`src/rtl/i2c_seq_pkg.sv`:
```
// Shared types and constants for the i2c_cmd_sequencer.
// State encoding, axi_i2c register offsets and the AXI OKAY response code.
package i2c_seq_pkg;

    typedef enum logic [2:0] {
        IDLE     = 3'd0,
        WR_REQ   = 3'd1,
        WR_RESP  = 3'd2,
        GAP      = 3'd3,
        RD_REQ   = 3'd4,
        RD_RESP  = 3'd5,
        RESP     = 3'd6
    } state_e;

    localparam logic [11:0] OFF_CTRL = 12'h0;
    localparam logic [11:0] OFF_ADDR = 12'h4;
    localparam logic [11:0] OFF_TX   = 12'h8;
    localparam logic [11:0] OFF_RX   = 12'hC;

    localparam logic [1:0] AXI_RESP_OKAY = 2'b00;

endpackage

```
`src/rtl/i2c_cmd_sequencer.sv`:
```
// i2c_cmd_sequencer: AXI4-Lite master that runs one full axi_i2c transfer
// (write CTRL, write ADDR, write TX, idle gap, read RX) per accepted command.
// Optional feature macro: I2C_SEQ_TIMEOUT_EN adds a per-handshake watchdog
// that aborts a stalled transfer after TIMEOUT_CYC clocks with rsp_err=1.
//
// Handshake semantics (command, response and every AXI channel): a beat
// transfers on a rising edge where valid and ready are both high; a valid,
// once raised, stays high with stable payload until that edge, and no valid
// output here is ever derived combinationally from a ready input.
module i2c_cmd_sequencer
    import i2c_seq_pkg::*;
#(
    parameter logic [11:0] BASE_ADDR   = 12'h000,
    parameter logic [31:0] CTRL_VALUE  = 32'h0000_0001,
    parameter int          GAP_CYCLES  = 8,
    parameter int          TIMEOUT_CYC = 1024
) (
    input  logic        clk,
    input  logic        reset,
    input  logic        cmd_valid,
    output logic        cmd_ready,
    input  logic [6:0]  cmd_addr,
    input  logic [7:0]  cmd_data,
    output logic        rsp_valid,
    input  logic        rsp_ready,
    output logic [7:0]  rsp_data,
    output logic        rsp_err,
    output logic        busy,
    output state_e      fsm_state,
    output logic [11:0] m_axi_awaddr,
    output logic        m_axi_awvalid,
    input  logic        m_axi_awready,
    output logic [31:0] m_axi_wdata,
    output logic [3:0]  m_axi_wstrb,
    output logic        m_axi_wvalid,
    input  logic        m_axi_wready,
    input  logic [1:0]  m_axi_bresp,
    input  logic        m_axi_bvalid,
    output logic        m_axi_bready,
    output logic [11:0] m_axi_araddr,
    output logic        m_axi_arvalid,
    input  logic        m_axi_arready,
    input  logic [31:0] m_axi_rdata,
    input  logic [1:0]  m_axi_rresp,
    input  logic        m_axi_rvalid,
    output logic        m_axi_rready
);

    // GAP counter loads GAP_CYCLES-1 and counts down to zero; never used when GAP_CYCLES is 0.
    localparam int                GAP_W    = $clog2(GAP_CYCLES + 1) + 1;
    localparam logic [GAP_W-1:0]  GAP_LOAD = GAP_W'((GAP_CYCLES > 0) ? GAP_CYCLES - 1 : 0);

    state_e            state;
    logic [1:0]        idx;
    logic [6:0]        lat_addr;
    logic [7:0]        lat_data;
    logic              err;
    logic              aw_done;
    logic              w_done;
    logic [GAP_W-1:0]  gap_cnt;
    logic              aw_fin;
    logic              w_fin;
    logic              unused_rdata;

    assign fsm_state    = state;
    assign m_axi_wstrb  = 4'hF;
    assign unused_rdata = ^m_axi_rdata[31:8];

    // A write phase completes once both AW and W have handshaken, in either order.
    assign aw_fin = aw_done | (m_axi_awvalid & m_axi_awready);
    assign w_fin  = w_done  | (m_axi_wvalid  & m_axi_wready);

    // Register address for write index 0/1/2.
    function automatic logic [11:0] reg_addr(input logic [1:0] i);
        logic [11:0] off;
        case (i)
            2'd0:    off = OFF_CTRL;
            2'd1:    off = OFF_ADDR;
            default: off = OFF_TX;
        endcase
        return BASE_ADDR + off;
    endfunction

    // Write data for index 0/1/2, from the latched command fields.
    function automatic logic [31:0] reg_data(input logic [1:0] i, input logic [6:0] a,
                                             input logic [7:0] d);
        case (i)
            2'd0:    return CTRL_VALUE;
            2'd1:    return {25'b0, a};
            default: return {24'b0, d};
        endcase
    endfunction

`ifdef I2C_SEQ_TIMEOUT_EN
    localparam int WD_W = $clog2(TIMEOUT_CYC + 1);
    logic [WD_W-1:0] wd_cnt;
    logic            wd_watch;
    logic            wd_leave;
    logic            wd_hit;

    // Watchdog bookkeeping: which states are watched and whether this cycle leaves the state.
    always_comb begin
        wd_watch = 1'b0;
        wd_leave = 1'b0;
        case (state)
            WR_REQ:  begin wd_watch = 1'b1; wd_leave = aw_fin & w_fin;  end
            WR_RESP: begin wd_watch = 1'b1; wd_leave = m_axi_bvalid;    end
            RD_REQ:  begin wd_watch = 1'b1; wd_leave = m_axi_arready;   end
            RD_RESP: begin wd_watch = 1'b1; wd_leave = m_axi_rvalid;    end
            default: begin wd_watch = 1'b0; wd_leave = 1'b0;            end
        endcase
        wd_hit = wd_watch && (wd_cnt == WD_W'(TIMEOUT_CYC - 1));
    end

    // Watchdog counts clocks spent in one watched state and clears on any state change.
    always_ff @(posedge clk) begin
        if (reset || !wd_watch || wd_leave || wd_hit) begin
            wd_cnt <= '0;
        end else begin
            wd_cnt <= wd_cnt + 1'b1;
        end
    end
`else
    localparam int unused_timeout_cyc = TIMEOUT_CYC;
`endif

    // Main sequencer FSM; every port output is a register set on the transition edge.
    always_ff @(posedge clk) begin
        if (reset) begin
            state         <= IDLE;
            idx           <= 2'd0;
            lat_addr      <= '0;
            lat_data      <= '0;
            err           <= 1'b0;
            aw_done       <= 1'b0;
            w_done        <= 1'b0;
            gap_cnt       <= '0;
            cmd_ready     <= 1'b1;
            busy          <= 1'b0;
            rsp_valid     <= 1'b0;
            rsp_data      <= '0;
            rsp_err       <= 1'b0;
            m_axi_awaddr  <= '0;
            m_axi_awvalid <= 1'b0;
            m_axi_wdata   <= '0;
            m_axi_wvalid  <= 1'b0;
            m_axi_bready  <= 1'b0;
            m_axi_araddr  <= '0;
            m_axi_arvalid <= 1'b0;
            m_axi_rready  <= 1'b0;
        end else begin
`ifdef I2C_SEQ_TIMEOUT_EN
            if (wd_hit) begin
                // Stalled handshake: abandon the beat and report an error.
                m_axi_awvalid <= 1'b0;
                m_axi_wvalid  <= 1'b0;
                m_axi_bready  <= 1'b0;
                m_axi_arvalid <= 1'b0;
                m_axi_rready  <= 1'b0;
                aw_done       <= 1'b0;
                w_done        <= 1'b0;
                err           <= 1'b1;
                rsp_err       <= 1'b1;
                rsp_data      <= '0;
                rsp_valid     <= 1'b1;
                state         <= RESP;
            end else
`endif
            case (state)
                IDLE: begin
                    if (cmd_valid && cmd_ready) begin
                        lat_addr      <= cmd_addr;
                        lat_data      <= cmd_data;
                        err           <= 1'b0;
                        idx           <= 2'd0;
                        cmd_ready     <= 1'b0;
                        busy          <= 1'b1;
                        m_axi_awaddr  <= reg_addr(2'd0);
                        m_axi_wdata   <= reg_data(2'd0, cmd_addr, cmd_data);
                        m_axi_awvalid <= 1'b1;
                        m_axi_wvalid  <= 1'b1;
                        state         <= WR_REQ;
                    end
                end
                WR_REQ: begin
                    if (m_axi_awvalid && m_axi_awready) begin
                        m_axi_awvalid <= 1'b0;
                        aw_done       <= 1'b1;
                    end
                    if (m_axi_wvalid && m_axi_wready) begin
                        m_axi_wvalid <= 1'b0;
                        w_done       <= 1'b1;
                    end
                    if (aw_fin && w_fin) begin
                        aw_done      <= 1'b0;
                        w_done       <= 1'b0;
                        m_axi_bready <= 1'b1;
                        state        <= WR_RESP;
                    end
                end
                WR_RESP: begin
                    if (m_axi_bvalid) begin
                        m_axi_bready <= 1'b0;
                        if (m_axi_bresp != AXI_RESP_OKAY) begin
                            err       <= 1'b1;
                            rsp_err   <= 1'b1;
                            rsp_data  <= '0;
                            rsp_valid <= 1'b1;
                            state     <= RESP;
                        end else if (idx < 2'd2) begin
                            idx           <= idx + 2'd1;
                            m_axi_awaddr  <= reg_addr(idx + 2'd1);
                            m_axi_wdata   <= reg_data(idx + 2'd1, lat_addr, lat_data);
                            m_axi_awvalid <= 1'b1;
                            m_axi_wvalid  <= 1'b1;
                            state         <= WR_REQ;
                        end else if (GAP_CYCLES == 0) begin
                            m_axi_araddr  <= BASE_ADDR + OFF_RX;
                            m_axi_arvalid <= 1'b1;
                            state         <= RD_REQ;
                        end else begin
                            gap_cnt <= GAP_LOAD;
                            state   <= GAP;
                        end
                    end
                end
                GAP: begin
                    if (gap_cnt == '0) begin
                        m_axi_araddr  <= BASE_ADDR + OFF_RX;
                        m_axi_arvalid <= 1'b1;
                        state         <= RD_REQ;
                    end else begin
                        gap_cnt <= gap_cnt - 1'b1;
                    end
                end
                RD_REQ: begin
                    if (m_axi_arready) begin
                        m_axi_arvalid <= 1'b0;
                        m_axi_rready  <= 1'b1;
                        state         <= RD_RESP;
                    end
                end
                RD_RESP: begin
                    if (m_axi_rvalid) begin
                        m_axi_rready <= 1'b0;
                        rsp_data     <= m_axi_rdata[7:0];
                        rsp_err      <= err | (m_axi_rresp != AXI_RESP_OKAY);
                        rsp_valid    <= 1'b1;
                        state        <= RESP;
                    end
                end
                RESP: begin
                    if (rsp_ready) begin
                        rsp_valid <= 1'b0;
                        cmd_ready <= 1'b1;
                        busy      <= 1'b0;
                        state     <= IDLE;
                    end
                end
                default: begin
                    state     <= IDLE;
                    cmd_ready <= 1'b1;
                    busy      <= 1'b0;
                end
            endcase
        end
    end

endmodule

```
`config.mk`:
```
export PLATFORM = sky130hd
export DESIGN_NAME = i2c_cmd_sequencer
export DESIGN_NICKNAME = d
export VERILOG_FILES = /design/src/rtl/i2c_seq_pkg.sv /design/src/rtl/i2c_cmd_sequencer.sv
export SDC_FILE = /design/constraint.sdc
export NUM_CORES = 1
export LEC_CHECK = 0
export BUFFER_PORTS_ARGS = -buffer_cell sky130_fd_sc_hd__buf_2
export CORE_UTILIZATION = 43
export CTS_BUF_LIST = sky130_fd_sc_hd__clkbuf_8
export DETAILED_ROUTE_END_ITERATION = 8
export GPL_ROUTABILITY_DRIVEN = 1
export PLACE_DENSITY = 0.78
export SLEW_MARGIN = 5
export SYNTH_ARGS = -nofsm -noshare
export SYNTH_HDL_FRONTEND = slang
export SYNTH_SLANG_ARGS = --single-unit
```
`constraint.sdc`:
```
create_clock -name clk -period 1.6 [get_ports clk]
set_input_delay 0.08 -clock clk [delete_from_list [all_inputs] [get_ports clk]]
set_output_delay 0.08 -clock clk [all_outputs]
set_load 0.02 [all_outputs]
```
==> reports/metrics.csv <==
stage;metric;value;unit
global_route;vias in the first global route;2600;
outcome;failing checks;DRC, hold timing;
place;port bufs;67;
pwr;total power;4.46;mW
clock_network;clk buf depth;2;
logic_synthesis;EDFF count, synth;0;
timing;final setup skew;0.0142;ns
logic_synthesis;Syn. warnings;0;
logic_synthesis;Top FF cell, synth;dfxtp_1;
setup_path;CP Launch Type;register;
floorplan;Rows;29;
global_route;initial antenna violation count;0;
route;routed via count;2650;
clock_network;TritonCTS Buffers;5;
logic_synthesis;sequential fraction of the synthesis area;0.389;
clock_network;TritonCTS clock tree;yes;
clock_network;Clk Latency, worst-skew pair;0.33;ns
floorplan;Die Width;83.9;microns
logic_synthesis;fraction of registers with async set or reset after synthesis;0;
route;Vias/cell;5.12;
outcome;status;finished, violations left;
floorplan;# IOs;140;
timing;Fin Setup TNS;0;ns
route;DRT iter0 DRCs;129;
layout;Antenna diodes;0;
layout;Multi-input gate area;1560;sq um
logic_synthesis;Syn Area/Cell;8.63;sq um
timing;Worst Hold Slack;-0.00481;ns
layout;Core Util, Final;0.577;
global_route;pin count of the biggest net entering global routing;47;
route;DRC;17;
place;Placed Cells incl. Taps;482;
floorplan;Initial Util;0.449;
layout;Final nets;503;
layout;share of layout cells above drive strength 1;0.313;
setup_path;Setup CP Type;register to register;
setup_path;Setup crit end kind;register;
layout;synthesis-to-finish area growth;28.6;%
logic_synthesis;Syn Inst Count;334;
pwr;P_leak;1.68;nW
global_route;first-pass GRT wire length;11300;microns
place;gpl congestion;0.818;
timing;fmax;639;MHz
route;DR pass1 iterations;9;
timing;endpoints failing setup;0;
floorplan;Die H;83.9;microns
route;Wirelength per Cell;13.4;microns
global_route;total gr overflow;0;
clock_network;Root Buffer;clkbuf_8;
pwr;Peak VDD IR;0.733;mV
pwr;Power Density;1200;nW/um^2
setup_path;Data arrival, critical path;1.76;ns
floorplan;Die ar.;7040;sq um
clock_network;CTS clk-pin slew, worst paths;0.11;ns
clock_network;Max H-tree Level;2;
setup_path;critical-path maximum fanout;16;
hold_path;worst min path class;input port to register;
layout;FF/Latch Area;1140;sq um
global_route;Tot GR Track Use;0.195;
logic_synthesis;synthesized flop and latch total;56;
route;DRT Wirelength;6960;microns
logic_synthesis;Syn Std Cell Area;2880;sq um
floorplan;Placeable Area;6420;sq um
clock_network;# clock sinks;56;
setup_path;Worst Path Required;1.80;ns
timing;min Tclk post-route;1.56;ns
timing;unrepaired setup endpoints after global routing;true;
route;ANT nets after route;0;
logic_synthesis;largest cells by area after synthesis;dfxtp_1 39%, buf_4 13%, mux2i_1 5.9%, nor2_1 4.6%, nand2_1 3.6%;
logic_synthesis;Synth top area share;0.389;
logic_synthesis;Yosys cell types;49;
layout;fin cells;518;
job;Max-cap violations;0;
timing;Final Hold Fails;2;
timing;Final Cycle Share;0.978;
layout;Filler cells;559;
place;Post-DP HPWL;4600;microns
timing;Pins Over Slew Limit;0;
logic_synthesis;area leader, netlist;dfxtp_1;
-- stage by stage --
step                      instance area (sq um)  setup slack, ns
after detailed placement                   3260          -0.0619
after floorplan                            3080           0.0207
after CTS                                  3600          0.00303
after global routing                       3710          -0.0294
final                                      3710           0.0359
after global placement                     3260           0.0193
-- cells in the mapped netlist (3+ instances only) --
| library cell | number |
|---|---|
| buf_1 | 3 |
| a22oi_1 | 8 |
| a21oi_1 | 19 |
| nor3b_1 | 3 |
| nor2_1 | 35 |
| a22o_1 | 8 |
| a31oi_1 | 8 |
| o31ai_1 | 3 |
| nand2b_1 | 3 |
| nor4_1 | 3 |
| mux2i_1 | 17 |
| nor2b_1 | 5 |
| ha_1 | 3 |
| dfxtp_1 | 56 |
| or3_1 | 3 |
| buf_4 | 50 |
| nand3_1 | 3 |
| buf_2 | 6 |
| inv_1 | 9 |
| nand2_1 | 28 |
| and2_1 | 3 |
| nor3_1 | 8 |
| o21ai_0 | 14 |
| clkbuf_1 | 5 |
-- state kept, by name, summed over array words and instances (netlist names), 2 cells and up --
name          cells
lat_data          8
m_axi_wdata       8
rsp_data          8
lat_addr          7
gap_cnt           5
fsm_state         3
idx               2
m_axi_awaddr      2
-- path summary, 6_finish.rpt --
check	start	endpoint	slack, ns	cells past startpoint
worst max register to register	fsm_state[0]	m_axi_wdata[4]	0.04	5
worst min-delay path	cmd_addr[1]	lat_addr[1]	-0.005	3
worst min register to register	m_axi_awaddr[3]	m_axi_awaddr[3]	0.46	2
worst max-delay path	fsm_state[0]	m_axi_wdata[4]	0.04	5
-- cell families after synthesis --
family                     Yosys count  share of synthesized area
and+or+nand+nor                    104                      0.181
other                                2                    0.00260
buffers and inverters               73                      0.163
adders and majority gates            3                     0.0130
DFF                                 56                      0.389
muxes                               17                     0.0590
AOI/OAI and AO/OA                   79                      0.193
-- area by class of cell --
type / instances / area share
timing repair buffer: 117 / 0.212
tap: 77 / 0.0260
clock inverter: 3 / 0.00709
clock buffer: 5 / 0.0186
multi-input combinational: 251 / 0.420
inverter: 9 / 0.00911
sequential: 56 / 0.307
-- where the power goes --
group,switching (mW),internal (mW),total (mW),leakage (nW)
clock,0.500,0.323,0.823,0.0491
sequential,0.197,1.60,1.80,0.459
combinational,1.03,0.804,1.84,1.17
-- per-layer routing --
metal | GRT usage | vias to the layer above | wire length [microns]
met5 | 0 | - | 0
met1 | 0.221 | 1239 | 2860
met2 | 0.340 | 108 | 3480
met4 | 0.0846 | 0 | 147
met3 | 0.0574 | 18 | 481
li1 | - | 1285 | -
-- timing repair --
| action | CTS | global route |
|---|---|---|
| setup buffers | 6 | 3 |
| cloned | 0 | 1 |
| pin swaps | 1 | 8 |
| hold buffers | 18 | 1 |
| endpoints found under the hold margin | 18 | 1 |
| gates resized for setup | 5 | 23 |
| endpoints found under the setup margin | 13 | 24 |
-- cell usage in the layout, fill, tap and decap left out, types with 8 or more instances in the layout --
cell type      Yosys  final
buf_4             50     27
nor2_1            35     34
buf_2              6     68
mux2i_1           17     17
o21ai_0           14     13
a22o_1             8      8
nand2_1           28     28
a31oi_1            8      8
conb_1             2     48
dfxtp_1           56     49
a21oi_1           19     19
dlygate4sd3_1      0     19
-- critical path, cell delays in order (launching register included) --
cell and delay (ns):
dfxtp_4 0.47, a211oi_2 0.07, a2111o_1 0.46, buf_2 0.19
a22oi_1 0.19, nor2_1 0.05
Note: power is estimated with default switching activity, not from simulation.
